--- config.mk ---
export PLATFORM = sky130hd
export DESIGN_NAME = wb_pull_fifo
export DESIGN_NICKNAME = d
export VERILOG_FILES = /design/src/rtl/wb_pull_fifo.sv
export SDC_FILE = /design/constraint.sdc
export NUM_CORES = 1
export LEC_CHECK = 0
export ABC_CLOCK_PERIOD_IN_PS = 2700
export CAP_MARGIN = 20
export CORE_UTILIZATION = 35
export DETAILED_ROUTE_END_ITERATION = 10
export PLACE_DENSITY_LB_ADDON = 0.08
export SLEW_MARGIN = 25
export SYNTH_ARGS = -nofsm -noshare
export SYNTH_HDL_FRONTEND = slang
export SYNTH_SLANG_ARGS = --single-unit
--- constraint.sdc ---
create_clock -name clk_i -period 2.7 [get_ports clk_i]
set_input_delay 0.54 -clock clk_i [delete_from_list [all_inputs] [get_ports clk_i]]
set_output_delay 0.54 -clock clk_i [all_outputs]
set_load 0.01 [all_outputs]
--- src/rtl/wb_pull_fifo.sv ---
// Byte FIFO filled by Wishbone classic reads issued upstream and drained by
// answering Wishbone classic reads from a downstream controller.
//
// state      | meaning
// -----------+------------------------------------------------------------
// ST_IDLE    | no upstream cycle; start a fetch next edge if not full
// ST_FETCH   | upstream read in flight; cyc/stb held until up_ack_i
module wb_pull_fifo #(
  parameter int ADDR_WIDTH = 4,
  parameter int DATA_WIDTH = 8
) (
  input  logic                  clk_i,
  input  logic                  rst_ni,
  output logic                  up_cyc_o,
  output logic                  up_stb_o,
  output logic                  up_we_o,
  input  logic [DATA_WIDTH-1:0] up_dat_i,
  input  logic                  up_ack_i,
  input  logic                  dn_cyc_i,
  input  logic                  dn_stb_i,
  input  logic                  dn_we_i,
  output logic [DATA_WIDTH-1:0] dn_dat_o,
  output logic                  dn_ack_o,
  output logic [ADDR_WIDTH:0]   count_o,
  output logic                  full_o,
  output logic                  empty_o
);

  localparam int DEPTH = 2 ** ADDR_WIDTH;
  localparam logic [ADDR_WIDTH:0] DEPTH_C = (ADDR_WIDTH + 1)'(DEPTH);

  typedef enum logic {
    ST_IDLE  = 1'b0,
    ST_FETCH = 1'b1
  } up_state_t;

  up_state_t state_q, state_d;

  logic [DATA_WIDTH-1:0] mem [DEPTH];
  logic [ADDR_WIDTH-1:0] wr_ptr_q, rd_ptr_q;
  logic [ADDR_WIDTH:0]   count_q;
  logic [DATA_WIDTH-1:0] dn_dat_q;
  logic                  dn_ack_q;
  logic                  ack_rd_q;

  logic push, pop;
  logic dn_req, dn_rd_go, dn_wr_go;

  // Upstream fetch FSM
  always_ff @(posedge clk_i or negedge rst_ni) begin
    if (!rst_ni) begin
      state_q <= ST_IDLE;
    end else begin
      state_q <= state_d;
    end
  end

  always_comb begin
    state_d = state_q;
    case (state_q)
      ST_IDLE:  if (count_q < DEPTH_C) state_d = ST_FETCH;
      ST_FETCH: if (up_ack_i) state_d = ST_IDLE;
      default:  state_d = ST_IDLE;
    endcase
  end

  assign up_cyc_o = (state_q == ST_FETCH);
  assign up_stb_o = (state_q == ST_FETCH);
  assign up_we_o  = 1'b0;

  assign push = (state_q == ST_FETCH) && up_ack_i;

  // Downstream device side; the !dn_ack_o term keeps acks one cycle apart.
  assign dn_req   = dn_cyc_i && dn_stb_i && !dn_ack_q;
  assign dn_rd_go = dn_req && !dn_we_i && !empty_o;
  assign dn_wr_go = dn_req && dn_we_i;
  assign pop      = dn_ack_q && ack_rd_q;

  always_ff @(posedge clk_i or negedge rst_ni) begin
    if (!rst_ni) begin
      dn_ack_q <= 1'b0;
      ack_rd_q <= 1'b0;
      dn_dat_q <= '0;
    end else begin
      dn_ack_q <= dn_rd_go || dn_wr_go;
      ack_rd_q <= dn_rd_go;
      if (dn_rd_go) dn_dat_q <= mem[rd_ptr_q];
    end
  end

  assign dn_dat_o = dn_dat_q;
  assign dn_ack_o = dn_ack_q;

  // Pointers wrap naturally at DEPTH since they are ADDR_WIDTH bits wide.
  always_ff @(posedge clk_i or negedge rst_ni) begin
    if (!rst_ni) begin
      wr_ptr_q <= '0;
      rd_ptr_q <= '0;
      count_q  <= '0;
    end else begin
      if (push) wr_ptr_q <= wr_ptr_q + 1'b1;
      if (pop)  rd_ptr_q <= rd_ptr_q + 1'b1;
      case ({push, pop})
        2'b10:   count_q <= count_q + 1'b1;
        2'b01:   count_q <= count_q - 1'b1;
        default: count_q <= count_q;
      endcase
    end
  end

  always_ff @(posedge clk_i) begin
    if (push) mem[wr_ptr_q] <= up_dat_i;
  end

  assign count_o = count_q;
  assign full_o  = (count_q == DEPTH_C);
  assign empty_o = (count_q == '0);

endmodule

# Word level (Yosys, flattened, before mapping)

Memories as Yosys holds them, arrays and structs flattened. A register that Yosys moved wholly into a read port is not among the register bits.
Cells that the tools add are included.

Bits in registers: 16
Latch bits: 0
Memory bits (writable): 128
ROM bits: 0
Input bits: 14
Output and inout port bits: 19
Memories kept: 1

Add/sub/neg operators: 4
$mul: 0
Divide/modulo/power cells: 0
$lt $le $gt $ge: 1
Equality and inequality tests: 3
Shift-type cells: 0
Mux-type cells: 6
Bitwise logic cells: 1
Reduce and logical (&&, ||, !) cells: 14

Memory list:

| name | depth | width | rd ports | clocked after Yosys merged registers in | wr ports | line | text |
|---|---|---|---|---|---|---|---|
| mem  | 16    | 8     | 1        | 1                                       | 1        | 39   | `logic [DATA_WIDTH-1:0] mem [DEPTH];` |

Operators with widths:

| cell                                                 | count |
|---|---|
| case mux 5 bit (2 select lines)                      | 1 |
| adder 4 x 1 -> 4 bit (second input constant)         | 2 |
| logical AND 1 bit                                    | 7 |
| adder 5 x 1 -> 5 bit (second input constant)         | 1 |
| equality test 5 bit (second input constant)          | 1 |
| logical NOT 5 bit                                    | 1 |
| less-than comparator 5 bit (second input constant)   | 1 |
| subtractor 5 x 1 -> 5 bit (second input constant)    | 1 |
| logical NOT 1 bit                                    | 4 |
| 2-to-1 mux 1 bit                                     | 4 |
| equality test 2 x 1 -> 1 bit (second input constant) | 1 |
| equality test 2 bit (second input constant)          | 1 |
| case mux 1 bit (2 select lines)                      | 1 |
| nonzero test 2 bit                                   | 1 |
| logical OR 1 bit                                     | 1 |
| inverter 1 bit                                       | 1 |

# Logic depth before layout (Yosys ltp)

Depth in word-level cells: 5
Mapped depth: 10

# Least setup slack after synthesis

No wires, ideal clock.

Kind: in2reg
Start point: input port up_ack_i
End point: register count_q[4], in the netlist count_o[4]
Setup time: 0.080 ns
Arrival time: 2.299 ns
Required time: 2.620 ns
Setup slack: 0.321 ns
Stages: 9
Buffers on the path: 1
Cells stage by stage: nand2_1 ha_1 clkbuf_1 xor2_1 ha_1 a21boi_0 o32ai_1 nor4b_1 xnor2_1

Longest elaborated chain between the ends: 3
Elaborated cells on any way between the ends: 5
Those cells by class: 2 x eq/ne; 1 x mux; 2 x reduce/logical

RTL lines:

| item                                                                         | line | text |
|---|---|---|
| start: declaration                                                           | 18   | `input logic up_ack_i,` |
| logical AND 1 bit *                                                          | 71   | `assign push = (state_q == ST_FETCH) && up_ack_i;` |
| equality test 2 x 1 -> 1 bit / equality test 2 bit (equally long branches)   | 103  | `case ({push, pop})` |
| case mux 5 bit (2 select lines) / nonzero test 2 bit (equally long branches) | -    |  |
| end signal: assignment                                                       | 104  | `2'b10: count_q <= count_q + 1'b1;` |
| end signal: assignment                                                       | 105  | `2'b01: count_q <= count_q - 1'b1;` |
| end signal: assignment                                                       | 106  | `default: count_q <= count_q;` |
| end: declaration                                                             | 41   | `logic [ADDR_WIDTH:0] count_q;` |

Every way passes the cells marked *; elsewhere a longest branch is shown, timed or not.
A chain may end at the register's enable or synchronous reset.

# Worst setup path after layout

Start point: register count_q[2], in the netlist count_o[2]
End point: output port empty_o

Longest elaborated chain between the ends: 1

RTL lines:

| item              | line | text |
|---|---|---|
| logical NOT 5 bit | 117  | `assign empty_o = (count_q == '0);` |
| end: declaration  | 26   | `output logic empty_o` |

Every way passes these cells.

==> results.py <==
metrics = {
    "die": {
        "die_area_sq_um": 18550,
        "die_x_um": 136.2,
        "die_y_um": 136.2,
        "core_sq_um": 17420,
        "initial_core_util": 0.3620,
        "num_rows": 48,
        "num_io_pins": 33,
    },
    "yosys": {
        "synth_area_sq_um": 6305,
        "synth_nets": 343,
        "synth_most_common_cell": "edfxtp_1",
        "avgSynthCellArea_sq_um": 19.70,
        "ys_top_cells_by_count": "edfxtp_1, mux4_2, dfrtp_1, mux2i_1, and2_1",
        "synth.distinct_cells": 41,
        "netlist_instances": 320,
        "synthArstFlopShare": 0.1579,
        "ys_top_cells_by_area": "edfxtp_1, mux4_2, dfrtp_1",
        "ys_ff_latch": 152,
        "yosysSeqAreaShare": 0.7049,
        "netlist.area_leader.share": 0.6096,
        "yosys_warnings": 0,
        "synth_ff_type": "edfxtp_1",
        "synth_edf_count": 128,
        "yosysTopAreaCell": "edfxtp_1",
    },
    "placement": {
        "placed_area_sq_um": 7077,
        "hpwl_mm": 8.124,
        "gp_congestion": 0.7922,
        "numPortBuffers": 31,
    },
    "flow_run": {
        "drv_cap": 0,
    },
    "layout": {
        "antenna_cells": 0,
        "drive_gt1_frac": 0.2732,
        "stdcell_area_sq_um": 7714,
        "area_growth_pct": 22.35,
        "final_net_count": 409,
        "fillers": 1521,
    },
    "critical_path": {
        "crit_required_ns": 2.16,
        "start_kind": "flop",
        "crit_path_end_kind": "output port",
        "arrival_ns": 2.08,
        "worst_path_largest_cell_delay_ns": 0.57,
        "cp_slowest_cell": "or4_4",
        "path_cells": "or4_4 > nor2_4 > clkdlybuf4s50_1",
        "cp_max_fo": 3,
        "r2r_cells": 8,
        "critical_path_class": "flop to output port",
    },
    "timing": {
        "final-hold-violation-count": 0,
        "finalClockSkew_ns": 0.005798,
        "period_share": 0.9713,
        "maxSlewHeadroom": 0.5706,
        "slew_violations": 0,
        "rsz0062_at_grt": "no",
        "setup_viol_count_final": 0,
        "worstMarginPinSlew_ns": 0.6441,
        "period_needed_ns": 2.622,
        "max_freq_ghz": 0.3813,
    },
    "global_route": {
        "grt_pass1_vias": 3274,
        "grt_overflow": 0,
        "grt_usage": 0.1578,
        "grt_pass1_wl_mm": 20.16,
        "antenna_found_initial": 0,
        "grt_max_degree": 28,
    },
    "cts": {
        "clk_pin_slew_ns": 0.06,
        "clkLatencyLatePin_ns": 0.42,
        "clk_path_buf_depth": 2,
        "cts_hold_buf": 0,
        "numCtsBuffers": 17,
        "cts_htree_levels": 4,
        "ctsRootBufferMaster": "clkbuf_16",
        "cts_sinks": 152,
        "cts_tree": "yes",
    },
    "routing": {
        "vias": 3097,
        "vias_per_cell": 4.963,
        "drc_errors": 0,
        "wl_per_cell_um": 20.95,
        "first_pass_iters": 4,
        "ant_nets": 0,
        "first_iter_violations": 95,
        "wl_mm": 13.07,
    },
    "power_and_ir_drop": {
        "irDropWorstVdd_uv": 499.1,
        "power.leakage_uw": 0.002658,
        "power_uw": 7443,
        "powerDensity_nw_per_um2": 964.9,
    },
    "min_path": {
        "hold_class": "input pin to asynchronous set/reset pin",
    },
    "status": {
        "status": "finished, final reports clean",
    },
}
-- power by group --
group,internal (uW),total [uW],switching (uW)
Clock,1550,2500,955
Sequential,2850,3070,221
Combinational,1050,1870,829
-- cell usage in the layout, fill, tap and decap left out, types with 2 or more instances in the layout --
cell / synthesis / layout
nand2b_1: 2 / 2
nand2_1: 4 / 4
dfrtp_1: 24 / 21
nor2b_1: 2 / 2
a21oi_1: 2 / 2
clkinvlp_4: 0 / 4
buf_12: 1 / 5
inv_6: 0 / 3
edfxtp_1: 128 / 128
mux4_2: 27 / 27
nor2_1: 5 / 5
o21ai_0: 3 / 3
and2_1: 12 / 12
nor3_1: 3 / 3
nor4b_1: 2 / 2
inv_1: 5 / 5
and3_1: 5 / 5
bufinv_16: 0 / 4
mux2_4: 8 / 8
buf_4: 3 / 28
mux4_1: 5 / 5
mux2_2: 3 / 3
clkinv_2: 0 / 2
mux2i_1: 24 / 24
nor3b_1: 3 / 3
nand3_1: 3 / 3
ha_1: 9 / 9
clkdlybuf4s50_1: 0 / 30
xnor2_1: 7 / 7
xor2_1: 4 / 4
dfrtp_2: 0 / 3
clkbuf_16: 0 / 17
-- per-layer routing --
layer,GRT usage,part of all wire,vias to the layer above
li1,-,-,1399
met1,0.1990,0.43,1613
met2,0.2657,0.52,71
met3,0.03281,0.032,14
met4,0.06111,0.014,0
met5,0,0,-
-- kinds of logic (layout without fill, tap and decap cells) --
family                     Yosys count  in the layout  share of synthesized area
muxes                               67             67                     0.1798
AOI/OAI and AO/OA                   10             10                    0.01032
adders and majority gates            9              9                    0.01786
buffers and inverters               22            101                    0.02262
other                                1              1                  0.0005948
xor gates and xnor gates            11             11                    0.01528
DFF                                152            152                     0.7049
and+or+nand+nor                     48             48                    0.04862
-- final timing paths --
| kind | start | endpoint | slack [ns] |
|---|---|---|---|
| max | count_o[2] | empty_o | 0.08 |
| min | rst_ni | count_o[0] | 0.50 |
| max reg2reg | dn_ack_o | count_o[4] | 0.34 |
| min reg2reg | dn_dat_o[3] | dn_dat_o[3] | 0.51 |
| max in group asynchronous | rst_ni | rd_ptr_q[0] | 1.90 |
| min in group clk_i | dn_dat_o[3] | dn_dat_o[3] | 0.51 |
-- metrics by stage --
stage,std cells,utilization,worst slack [ns],hold slack (ns),TNS (ns)
after floorplan,320,-,0.3210,0.2444,0
after global placement,591,0.4063,-0.01880,0.4986,-0.01880
after detailed placement,591,0.4063,-0.08051,0.4984,-0.08051
after CTS,624,0.4427,0.04709,0.5017,0
after global routing,624,0.4429,0.0003848,0.5293,0
final,624,0.4429,0.07758,0.4966,0
-- worst max-delay path: cells and delay by family, from the launching register on --
kind | cells | cell delay [ns]
and+or+nand+nor | 2 | 0.71
buffers and inverters | 1 | 0.54
DFF | 1 | 0.40
-- flip-flops by register name, summed over array words and instances (netlist names) --
signal	cells
dn_ack_o	1
ack_rd_q	1
mem	128
dn_dat_o	8
wr_ptr_q	4
rd_ptr_q	4
up_cyc_o	1
count_o	5
-- repair_timing --
action                     in CTS  in global routing
gates resized for setup         1                  2
gates cloned                    0                  0
pin swaps                       0                  0
setup buffers                   1                  0
setup endpoints to repair       2                  2
-- cell type report --
type	instances	area (sq um)	share of cell area
timing repair buffer	64	623.1	0.08078
clock buffer	17	425.4	0.05515
inverter	5	18.77	0.002433
tap	225	281.5	0.03650
multi-input combinational	146	1718	0.2227
sequential	152	4448	0.5766
clock inverter	15	198.9	0.02579
Note: power is estimated with default switching activity, not from simulation.
